### config.mk
export PLATFORM = sky130hd
export DESIGN_NAME = mem_bus_arbiter
export DESIGN_NICKNAME = d
export VERILOG_FILES = /design/src/rtl/mem_bus_arbiter_pkg.sv /design/src/rtl/mem_bus_arbiter_decoder.sv /design/src/rtl/mem_bus_arbiter.sv
export SDC_FILE = /design/constraint.sdc
export NUM_CORES = 1
export LEC_CHECK = 0
export BUFFER_PORTS_ARGS = -buffer_cell sky130_fd_sc_hd__buf_2
export CAP_MARGIN = 10
export CELL_PAD_IN_SITES_DETAIL_PLACEMENT = 1
export CELL_PAD_IN_SITES_GLOBAL_PLACEMENT = 2
export CORE_MARGIN = 5
export CORE_UTILIZATION = 23
export CTS_CLUSTER_SIZE = 24
export DETAILED_ROUTE_END_ITERATION = 12
export GPL_TIMING_DRIVEN = 0
export PLACE_DENSITY = 0.83
export SLEW_MARGIN = 0
export SYNTH_ARGS = -nofsm -noshare
export SYNTH_HDL_FRONTEND = slang
export SYNTH_SLANG_ARGS = --single-unit
### constraint.sdc
create_clock -name clk -period 5.1 [get_ports clk]
set_input_delay 1.02 -clock clk [delete_from_list [all_inputs] [get_ports clk]]
set_output_delay 1.02 -clock clk [all_outputs]
set_load 0.05 [all_outputs]
### src/rtl/mem_bus_arbiter_pkg.sv
// Shared definitions for the memory/peripheral bus arbiter: FSM states,
// address map and the chip-select bundle used by the decoder and the DMA engine.
package mem_bus_arbiter_pkg;

    typedef enum logic [1:0] {
        IDLE = 2'd0,
        WAIT = 2'd1,
        DONE = 2'd2
    } state_e;

    typedef struct packed {
        logic blk;
        logic kbd;
        logic vhd;
    } cs_t;

    localparam logic [31:0] BLK_END        = 32'h0000_5000;
    localparam logic [31:0] KBD_ADDR       = 32'h0000_5000;
    localparam logic [31:0] VHD_BASE       = 32'h0000_50FC;
    localparam logic [31:0] VHD_END        = 32'h0000_5200;
    localparam int          TIMEOUT_CYCLES = 1024;
    localparam logic [9:0]  TIMER_LAST     = 10'(TIMEOUT_CYCLES - 1);

endpackage

### src/rtl/mem_bus_arbiter_decoder.sv
// Combinational address decoder producing at most one chip select.
// Keyboard wins over block RAM; 0x5001..0x50FB and >= VHD_END stay unmapped.
module mem_addr_decoder
    import mem_bus_arbiter_pkg::*;
(
    input  logic [31:0] addr,
    output cs_t         cs
);

    logic is_kbd;
    logic is_blk;
    logic is_vhd;

    assign is_kbd = (addr == KBD_ADDR);
    assign is_blk = !is_kbd && (addr < BLK_END);
    assign is_vhd = !is_kbd && !is_blk && (addr >= VHD_BASE) && (addr < VHD_END);

    assign cs = '{blk: is_blk, kbd: is_kbd, vhd: is_vhd};

endmodule

### src/rtl/mem_bus_arbiter.sv
// Two-master round-robin arbiter and bus sequencer (m0 = CPU, m1 = VHD DMA).
// Define BUS_TIMEOUT_EN to abort WAIT accesses after TIMEOUT_CYCLES as unmapped.
module mem_bus_arbiter
    import mem_bus_arbiter_pkg::*;
(
    input  logic        clk,
    input  logic        rst,
    input  logic        m0_req,
    input  logic [31:0] m0_addr,
    input  logic        m0_we,
    input  logic        m0_half,
    input  logic [31:0] m0_wdata,
    output logic [31:0] m0_rdata,
    output logic        m0_ok,
    input  logic        m1_req,
    input  logic [31:0] m1_addr,
    input  logic        m1_we,
    input  logic        m1_half,
    input  logic [31:0] m1_wdata,
    output logic [31:0] m1_rdata,
    output logic        m1_ok,
    output logic [31:0] bus_addr,
    output logic        bus_we,
    output logic        bus_re,
    output logic        bus_half,
    output logic [31:0] bus_wdata,
    output logic        cs_blk,
    output logic        cs_kbd,
    output logic        cs_vhd,
    input  logic        blk_ok,
    input  logic        vhd_ok,
    input  logic [31:0] blk_rdata,
    input  logic [15:0] kbd_rdata,
    input  logic [31:0] vhd_rdata,
    output logic        bus_err
);

    state_e      state_q, state_d;
    logic        last_grant_q, last_grant_d;
    logic        grant_q, grant_d;
    logic [31:0] bus_addr_q, bus_addr_d;
    logic [31:0] bus_wdata_q, bus_wdata_d;
    logic        bus_we_q, bus_we_d;
    logic        bus_re_q, bus_re_d;
    logic        bus_half_q, bus_half_d;
    cs_t         cs_q, cs_d;
    logic [31:0] m0_rdata_q, m0_rdata_d;
    logic [31:0] m1_rdata_q, m1_rdata_d;
    logic        m0_ok_q, m0_ok_d;
    logic        m1_ok_q, m1_ok_d;
    logic        bus_err_q, bus_err_d;

    logic        sel_m1;
    logic [31:0] req_addr;
    cs_t         dec_cs;
    logic        slave_done;
    logic        unmapped;
    logic        timed_out;
    logic        complete;
    logic [31:0] rdata_sel;

    // On a tie last_grant_q decides: m1 only wins if m0 was served last.
    assign sel_m1   = m1_req & (~m0_req | ~last_grant_q);
    assign req_addr = sel_m1 ? m1_addr : m0_addr;

    mem_addr_decoder u_dec (
        .addr (req_addr),
        .cs   (dec_cs)
    );

    assign slave_done = (cs_q.blk & blk_ok) | (cs_q.vhd & vhd_ok) | cs_q.kbd;
    assign unmapped   = (cs_q == '0);

`ifdef BUS_TIMEOUT_EN
    logic [9:0] timer_q, timer_d;

    assign timer_d   = (state_q == WAIT) ? timer_q + 10'd1 : 10'd0;
    assign timed_out = (timer_q == TIMER_LAST) & ~slave_done;

    always_ff @(posedge clk or posedge rst) begin
        if (rst) timer_q <= 10'd0;
        else     timer_q <= timer_d;
    end
`else
    assign timed_out = 1'b0;
`endif

    assign complete = slave_done | unmapped | timed_out;

    always_comb begin
        rdata_sel = 32'h0;
        if (!bus_we_q && !timed_out) begin
            if (cs_q.kbd)      rdata_sel = {16'h0, kbd_rdata};
            else if (cs_q.blk) rdata_sel = blk_rdata;
            else if (cs_q.vhd) rdata_sel = vhd_rdata;
        end
    end

    always_comb begin
        state_d      = state_q;
        last_grant_d = last_grant_q;
        grant_d      = grant_q;
        bus_addr_d   = bus_addr_q;
        bus_wdata_d  = bus_wdata_q;
        bus_we_d     = bus_we_q;
        bus_re_d     = bus_re_q;
        bus_half_d   = bus_half_q;
        cs_d         = cs_q;
        m0_rdata_d   = m0_rdata_q;
        m1_rdata_d   = m1_rdata_q;
        m0_ok_d      = 1'b0;
        m1_ok_d      = 1'b0;
        bus_err_d    = 1'b0;
        case (state_q)
            IDLE: begin
                if (m0_req || m1_req) begin
                    grant_d      = sel_m1;
                    last_grant_d = sel_m1;
                    bus_addr_d   = req_addr;
                    bus_wdata_d  = sel_m1 ? m1_wdata : m0_wdata;
                    bus_half_d   = sel_m1 ? m1_half  : m0_half;
                    bus_we_d     = sel_m1 ? m1_we    : m0_we;
                    bus_re_d     = ~bus_we_d;
                    cs_d         = dec_cs;
                    state_d      = WAIT;
                end
            end
            WAIT: begin
                if (complete) begin
                    if (grant_q) begin
                        m1_rdata_d = rdata_sel;
                        m1_ok_d    = 1'b1;
                    end else begin
                        m0_rdata_d = rdata_sel;
                        m0_ok_d    = 1'b1;
                    end
                    bus_err_d = unmapped | timed_out;
                    bus_we_d  = 1'b0;
                    bus_re_d  = 1'b0;
                    cs_d      = '0;
                    state_d   = DONE;
                end
            end
            default: state_d = IDLE;
        endcase
    end

    always_ff @(posedge clk or posedge rst) begin
        if (rst) begin
            state_q      <= IDLE;
            last_grant_q <= 1'b1;
            grant_q      <= 1'b0;
            bus_addr_q   <= 32'h0;
            bus_wdata_q  <= 32'h0;
            bus_we_q     <= 1'b0;
            bus_re_q     <= 1'b0;
            bus_half_q   <= 1'b0;
            cs_q         <= '0;
            m0_rdata_q   <= 32'h0;
            m1_rdata_q   <= 32'h0;
            m0_ok_q      <= 1'b0;
            m1_ok_q      <= 1'b0;
            bus_err_q    <= 1'b0;
        end else begin
            state_q      <= state_d;
            last_grant_q <= last_grant_d;
            grant_q      <= grant_d;
            bus_addr_q   <= bus_addr_d;
            bus_wdata_q  <= bus_wdata_d;
            bus_we_q     <= bus_we_d;
            bus_re_q     <= bus_re_d;
            bus_half_q   <= bus_half_d;
            cs_q         <= cs_d;
            m0_rdata_q   <= m0_rdata_d;
            m1_rdata_q   <= m1_rdata_d;
            m0_ok_q      <= m0_ok_d;
            m1_ok_q      <= m1_ok_d;
            bus_err_q    <= bus_err_d;
        end
    end

    assign m0_rdata  = m0_rdata_q;
    assign m1_rdata  = m1_rdata_q;
    assign m0_ok     = m0_ok_q;
    assign m1_ok     = m1_ok_q;
    assign bus_addr  = bus_addr_q;
    assign bus_wdata = bus_wdata_q;
    assign bus_we    = bus_we_q;
    assign bus_re    = bus_re_q;
    assign bus_half  = bus_half_q;
    assign cs_blk    = cs_q.blk;
    assign cs_kbd    = cs_q.kbd;
    assign cs_vhd    = cs_q.vhd;
    assign bus_err   = bus_err_q;

endmodule
==> flow_metrics.env, run 1 <==
export IMPL_clock_sinks=141
export IMPL_seq_area_frac_synth=0.532
export IMPL_cp_slowest_stage_delay_ps=520
export IMPL_cpMostUsedCell="buf_2"
export IMPL_grt_pass1_wl_um=42600
export IMPL_synth_xor_area_share=0
export IMPL_timing_final_crit_share=0.479
export IMPL_cp_max_fo=10
export IMPL_place_congestion=0.870
export IMPL_layout_min_cycle_time_ps=2440
export IMPL_status="completed"
export IMPL_power_leakage_nw=4.82
export IMPL_grt_max_degree=88
export IMPL_drt_initial_drc_count=226
export IMPL_rows=62
export IMPL_synth_cell_area_um2=6640
export IMPL_critPathKind="in2reg"
export IMPL_cts_hold_buf=0
export IMPL_layout_drive_gt1_share=0.414
export IMPL_fin_ws_ps=2660
export IMPL_die_h_um=180
export IMPL_ys_types=40
export IMPL_cts_made_buffers=17
export IMPL_critPathTopFamily="buffers and inverters"
export IMPL_die_width_um=180
export IMPL_synth_adder_area_share=0
export IMPL_ios=355
export IMPL_postCtsSetupRepairBufs=0
export IMPL_rsz0062_at_grt="no"
export IMPL_clockBufferDepth=2
export IMPL_place_inst=1396
export IMPL_place_area_um2=8920
export IMPL_grt_pass1_vias=7239
export IMPL_maxCapViolCount=0
export IMPL_synth_compound_area_frac=0.204
export IMPL_pre_cts_ws_ps=2120
export IMPL_power_frac_comb=0.446
export IMPL_antenna_found_initial=3
export IMPL_power_switching_mw=2.51
export IMPL_cts_root_buf="clkbuf_16"
export IMPL_grt_overflow_total=0
export IMPL_min_path_type="reg2reg"
export IMPL_core_um2=28600
export IMPL_maxSlewViolCount=0
export IMPL_critical_path_required_ps=5360
export IMPL_place_port_buffers=354
export IMPL_path_cells="buf_2 > o21ai_1 > buf_2 > clkbuf_1 > o21ai_0"
export IMPL_clock_latency_ps=420
export IMPL_slew_headroom=0.460
export IMPL_first_pass_iters=4
export IMPL_cts_tree="built"
export IMPL_synthCells=657
export IMPL_fill_cells=3403
export IMPL_post_cts_resized=0
export IMPL_p_seq_frac=0.294
export IMPL_synthMuxAreaShare=0.0980
export IMPL_power_mw=5.28
export IMPL_postLayoutCellArea_um2=9560
export IMPL_endpoint_kind="register"
export IMPL_area_growth_pct=44.0
export IMPL_clkPwrFrac=0.260
export IMPL_setup_viol=0
export IMPL_clock_skew_ps=11.2
export IMPL_post_drt_wl_per_cell_um=19.4
export IMPL_critPathBufInv=3
export IMPL_avgViaCountPerCell=4.58
export IMPL_start_util=0.232
export IMPL_synth_top_family_by_area="compound AO/OA/AOI/OAI gates"
export IMPL_die_area_um2=32400
export IMPL_track_usage=0.166
export IMPL_dp_hpwl_um=22100
export IMPL_layout_cells_non_filler=1428
export IMPL_layout_nets=1249
export IMPL_ys_seq_elements=141
export IMPL_drc=0
export IMPL_p_int_mw=2.77
export IMPL_antenna_cells=0
export IMPL_syn_nets=875
export IMPL_ant_nets=0
export IMPL_max_freq_mhz=410
export IMPL_clk_pin_slew_ps=60
export IMPL_p_per_area_nw_per_um2=553
export IMPL_crit_slowest_cell="o21ai_1"
export IMPL_swShare=0.476
export IMPL_cts_htree_levels=4
export IMPL_worst_ep_arrival_time_ps=2700
export IMPL_yosys_warnings=0
export IMPL_hold_violations=0
export IMPL_avgSynthCellArea_um2=10.1
export IMPL_route_final_wire_length_um=27700
export IMPL_ir_drop_mv=0.251
export IMPL_crit_path_start_kind="input port"
export IMPL_vias=6545
export IMPL_tightest_slew_ps=811
export IMPL_synthSimpleGateAreaFrac=0.114
export IMPL_whs_ps=468
routing by layer:
layer,track usage,vias to the layer above,wire (µm),part of all wire
li1,-,3105,-,-
met1,0.202,3167,11700,0.42
met2,0.285,228,13700,0.49
met3,0.0491,39,1730,0.062
met4,0.0479,6,497,0.018
met5,0,-,34,0.0012
synthesized netlist by cell type:
| library cell | instances | area [µm²] |
|---|---|---|
| nand3_1 | 3 | 15.0 |
| dfstp_2 | 1 | 26.3 |
| a211oi_1 | 3 | 22.5 |
| a22o_1 | 1 | 8.76 |
| buf_6 | 6 | 67.6 |
| a21o_1 | 2 | 15.0 |
| nand3b_1 | 1 | 7.51 |
| o31ai_1 | 18 | 135 |
| nand2_1 | 136 | 510 |
| a221oi_1 | 16 | 140 |
| nand4_1 | 2 | 12.5 |
| mux2i_1 | 65 | 651 |
| nand2b_2 | 1 | 8.76 |
| buf_2 | 22 | 110 |
| a22oi_1 | 15 | 113 |
| o21ai_0 | 102 | 510 |
| o31ai_2 | 12 | 150 |
| o22ai_1 | 1 | 6.26 |
| a31oi_1 | 2 | 12.5 |
| a32oi_1 | 1 | 8.76 |
| a311oi_1 | 1 | 8.76 |
| or2_4 | 1 | 8.76 |
| nor2b_1 | 3 | 18.8 |
| o21ai_1 | 1 | 5.00 |
| and4_1 | 3 | 26.3 |
| buf_1 | 2 | 7.51 |
| o21a_1 | 1 | 7.51 |
| inv_1 | 19 | 71.3 |
| a211o_1 | 17 | 149 |
| nor4_1 | 13 | 81.3 |
| a32o_1 | 1 | 10.0 |
| a31oi_4 | 1 | 21.3 |
| dfrtp_1 | 140 | 3500 |
| nor2_1 | 10 | 37.5 |
| a21boi_2 | 1 | 11.3 |
| clkbuf_1 | 23 | 86.3 |
| a21oi_1 | 4 | 20.0 |
| or2_2 | 1 | 6.26 |
| nand2b_1 | 1 | 6.26 |
| nor3_1 | 4 | 20.0 |
registers in the layout, summed over array words and instances (netlist names), 2 cells and up:
register and cells:
bus_addr 32, bus_wdata 32, m0_rdata 32, m1_rdata 32
state_q 2
power by group through the flow:
stage | registers (mW) | clock network [mW] | logic (mW)
global route | 1.59 | 1.47 | 2.53
finish | 1.55 | 1.37 | 2.36
floorplan | 2.51 | 0 | 0.690
detailed placement | 1.57 | 0 | 2.40
CTS | 1.55 | 1.42 | 2.40
global placement | 1.56 | 0 | 2.37
layout make-up:
type,instances,area [µm²],area share
well taps,384,480,0.0503
clock inverters,13,204,0.0213
clock buffers,19,433,0.0453
plain buffers,53,272,0.0284
multi-input cells,444,2770,0.289
repair buffers,355,1800,0.188
flip-flops and latches,141,3530,0.369
inverters,19,76.3,0.00798
cell families (layout without fill, tap and decap cells):
| family | after synthesis | after routing |
|---|---|---|
| AO/OA/AOI/OAI | 200 | 200 |
| AND/OR/NAND/NOR | 179 | 179 |
| flip-flops | 141 | 141 |
| buffers and inverters | 72 | 459 |
| multiplexers | 65 | 65 |
per-stage QoR:
stage,TNS (ps),utilization
finish,0,0.334
global route,0,0.334
CTS,0,0.334
detailed placement,0,0.312
global placement,-232170,0.311
floorplan,0,-
cells in the final DEF (no fill, tap or decap), types with 2 or more instances in the layout:
cell type  instances
inv_6              4
inv_1             18
a22oi_1           15
nand4_1            2
nor4_1            13
a211oi_1           3
clkinv_4           4
buf_1              2
a211o_1           17
a21oi_1            4
nor2_1            10
a221oi_1          16
a21o_1             2
nand3_1            3
buf_2            376
o31ai_2           12
a31oi_1            2
mux2i_1           65
clkbuf_16         17
inv_8              2
buf_6              6
clkbuf_1          25
and4_1             3
dfrtp_1          140
bufinv_16          4
nand2_1          136
o21ai_0          102
o31ai_1           18
nor3_1             4
nor2b_1            3
worst register-to-register path: stages (launching register included):
cell and delay (ps):
dfrtp_1 520, nor2b_1 330, buf_2 340, buf_2 310, a22oi_1 160, o31ai_1 340
path summary, 6_finish.rpt:
path / from / end / slack (ps) / cells after the start
min in group asynchronous: rst / m0_rdata[12] / 770 / 2
hold reg to reg: bus_wdata[6] / bus_wdata[6] / 470 / 2
max in group asynchronous: rst / last_grant_q / 3510 / 3
hold / removal: bus_wdata[6] / bus_wdata[6] / 470 / 2
setup reg to reg: cs_vhd / m1_rdata[31] / 2970 / 5
setup / recovery: m0_req / state_q[0] / 2660 / 5
No activity file was read; power rests on OpenSTA's default activity.
==> run 2: changes to the inputs <==
--- a/config.mk
+++ b/config.mk
@@ -5,16 +5,17 @@
 export SDC_FILE = /design/constraint.sdc
 export NUM_CORES = 1
 export LEC_CHECK = 0
+export ABC_AREA = 1
 export BUFFER_PORTS_ARGS = -buffer_cell sky130_fd_sc_hd__buf_2
 export CAP_MARGIN = 10
 export CELL_PAD_IN_SITES_DETAIL_PLACEMENT = 1
 export CELL_PAD_IN_SITES_GLOBAL_PLACEMENT = 2
 export CORE_MARGIN = 5
-export CORE_UTILIZATION = 23
+export CORE_UTILIZATION = 22
 export CTS_CLUSTER_SIZE = 24
 export DETAILED_ROUTE_END_ITERATION = 12
 export GPL_TIMING_DRIVEN = 0
-export PLACE_DENSITY = 0.83
+export PLACE_DENSITY = 0.82
 export SLEW_MARGIN = 0
 export SYNTH_ARGS = -nofsm -noshare
 export SYNTH_HDL_FRONTEND = slang
==> constraint.sdc (replaced) <==
create_clock -name clk -period 2 [get_ports clk]
set_input_delay 0.4 -clock clk [delete_from_list [all_inputs] [get_ports clk]]
set_output_delay 0.4 -clock clk [all_outputs]
set_load 0.05 [all_outputs]
==> run 2 against run 1 <==
Synthesized cell count is 13% higher; count of clock-buffer cells in the layout fell by 2; die area up 6.0%; sequential power rose to 2.6 times the previous value; combinational power grew to 2.8 times the previous value; register-to-register slack got worse by 3000 ps; sequential cell count unchanged; critical endpoint is now cs_kbd; largest cell class unchanged; largest power group unchanged.
==> flow_metrics.env, run 2 <==
export IMPL_area_growth_pct=46.7
export IMPL_layout_common_cells="buf_2, nand2_1, dfrtp_1, o21ai_0, nor2_1"
export IMPL_grt_pass1_wl_um=43900
export IMPL_place_port_buffers=354
export IMPL_status="completed"
export IMPL_synth_cell_area_um2=6750
export IMPL_maxSlewViolCount=0
export IMPL_first_pass_iters=4
export IMPL_power_leakage_nw=5.31
export IMPL_synthCells=745
export IMPL_tightest_slew_ps=782
export IMPL_async_reset_ff_frac=1.00
export IMPL_avgViaCountPerCell=4.40
export IMPL_max_freq_mhz=501
export IMPL_final_common_cell="buf_2"
export IMPL_slew_headroom=0.478
export IMPL_postLayoutCellArea_um2=9900
export IMPL_utilization=0.325
export IMPL_yosysMostFrequentCell="nand2_1"
export IMPL_worst_ep_arrival_time_ps=2340
export IMPL_drc=0
export IMPL_swShare=0.492
export IMPL_ys_seq_elements=141
export IMPL_p_seq_frac=0.287
export IMPL_clk_pin_slew_ps=80
export IMPL_synth_main_ff_cell="dfrtp_1"
export IMPL_critical_path_required_ps=2340
export IMPL_grt_pass1_vias=7470
export IMPL_synth_top_cell_area_share=0.519
export IMPL_route_final_wire_length_um=29200
export IMPL_synth_top_family_by_area="simple AND/OR/NAND/NOR gates"
export IMPL_core_um2=30400
export IMPL_avgSynthCellArea_um2=9.06
export IMPL_p_per_area_nw_per_um2=1420
export IMPL_start_util=0.222
export IMPL_yosys_top_cells_area="dfrtp_1, mux2_2, nand2_1, o21ai_0, nor2_1"
export IMPL_power_frac_comb=0.473
export IMPL_synth_xor_area_share=0
export IMPL_dp_hpwl_um=23400
export IMPL_crit_path_start_kind="register"
export IMPL_vias=6773
export IMPL_antenna_cells=0
export IMPL_synth_edff_count=0
export IMPL_clock_sinks=141
export IMPL_ios=355
export IMPL_power_switching_mw=6.91
export IMPL_ir_drop_mv=0.747
export IMPL_setup_viol=0
export IMPL_synthMuxAreaShare=0.107
export IMPL_clock_latency_ps=430
export IMPL_ys_types=29
export IMPL_post_drt_wl_per_cell_um=18.9
export IMPL_maxCapViolCount=0
export IMPL_track_usage=0.168
export IMPL_antenna_found_initial=1
export IMPL_grt_overflow_total=0
export IMPL_die_width_um=185
export IMPL_synthSimpleGateAreaFrac=0.169
export IMPL_layout_nets=1349
export IMPL_syn_nets=963
export IMPL_layout_drive_gt1_share=0.453
export IMPL_cts_root_buf="clkbuf_16"
export IMPL_clockBufferDepth=2
export IMPL_grt_max_degree=41
export IMPL_hold_violations=0
export IMPL_timing_final_crit_share=0.999
export IMPL_place_congestion=0.855
export IMPL_layout_min_cycle_time_ps=2000
export IMPL_yosys_warnings=0
export IMPL_critPathKind="reg2reg"
export IMPL_clkPwrFrac=0.239
export IMPL_rsz0062_at_grt="yes"
export IMPL_p_int_mw=7.15
export IMPL_yosys_top_cells_count="nand2_1, dfrtp_1, o21ai_0, nor2_1, mux2_2"
export IMPL_place_area_um2=9080
export IMPL_ant_nets=0
export IMPL_cts_htree_levels=4
export IMPL_min_path_type="in2async"
export IMPL_cts_tree="built"
export IMPL_endpoint_kind="register"
export IMPL_die_h_um=185
export IMPL_clock_skew_ps=18.2
export IMPL_rows=64
export IMPL_synth_compound_area_frac=0.140
export IMPL_yosys_area_top_type="dfrtp_1"
export IMPL_cp_max_fo=6
export IMPL_synth_adder_area_share=0
export IMPL_die_area_um2=34300
export IMPL_drt_initial_drc_count=255
export IMPL_cts_made_buffers=17
export IMPL_seq_area_frac_synth=0.523
## run 2: final cells by class
| type | instances | area [µm²] |
|---|---|---|
| Buffer | 46 | 305 |
| Clock buffer | 17 | 425 |
| Clock inverter | 15 | 200 |
| Fill cell | 3681 | 20500 |
| Inverter | 39 | 153 |
| Multi-Input combinational cell | 518 | 2860 |
| Sequential cell | 141 | 3530 |
| Tap cell | 396 | 495 |
| Timing Repair Buffer | 368 | 1930 |
## run 2: metrics by stage
step                std cells  hold WS [ps]  setup slack, ps  power [mW]  TNS [ps]
finish                   1540           103             2.54        14.1         0
floorplan                 745           464             -162        8.56    -22720
CTS                      1538           117            -25.6        14.3     -25.6
global route             1540           142            -85.9        15.0      -144
global placement         1495           465            -1320        10.6   -187120
detailed placement       1498           468             -297        10.7     -7760
## run 2: power by group through the flow
stage | sequential, mW | clock, mW | combinational [mW]
after CTS | 4.04 | 3.49 | 6.75
after floorplan | 6.50 | 0 | 2.06
final | 4.04 | 3.37 | 6.66
after global placement | 4.06 | 0 | 6.53
after detailed placement | 4.08 | 0 | 6.61
after global routing | 4.13 | 3.61 | 7.22
## run 2: cell families (layout without fill, tap and decap cells)
group | Yosys count | in the layout
mux | 64 | 64
simple gates | 276 | 276
flops | 141 | 141
compound gates | 178 | 178
buf+inv | 86 | 485
## run 2: what timing repair did
| action | CTS | global route |
|---|---|---|
| pin swaps | 6 | 10 |
| setup endpoints to repair | 54 | 73 |
| resized for setup | 14 | 29 |
| hold buffers | 0 | 0 |
| setup buffers | 8 | 3 |
| endpoints found under the hold margin | 0 | 0 |
## run 2: per-layer routing
layer | vias up | global-route usage | wire length, µm
met1 | 3241 | 0.199 | 12000
met4 | 0 | 0.0390 | 408
li1 | 3249 | - | -
met5 | - | 0 | 0
met3 | 23 | 0.0515 | 2310
met2 | 260 | 0.297 | 14400
## run 2: worst paths after layout
path | startpoint | slack [ps] | depth (start not counted) | end
max in group asynchronous | rst | 940 | 4 | bus_wdata[1]
worst min-delay path | rst | 100 | 2 | m0_rdata[6]
worst min register to register | bus_addr[16] | 480 | 2 | bus_addr[16]
worst max register to register | last_grant_q | 3 | 13 | cs_kbd
min in group clk | m1_wdata[21] | 230 | 3 | bus_wdata[21]
worst max-delay path | last_grant_q | 3 | 13 | cs_kbd
## run 2: critical path, cell delays in order, from the launching register on
cell and delay, ps:
dfstp_2 560, nand2_4 70, nand2_4 80, buf_8 140
buf_6 130, buf_4 110, nand2_2 40, nand2_2 70
nand2_2 60, nor2_2 80, nand2_2 70, nor2_4 150
nand4_1 240, nand2_1 130
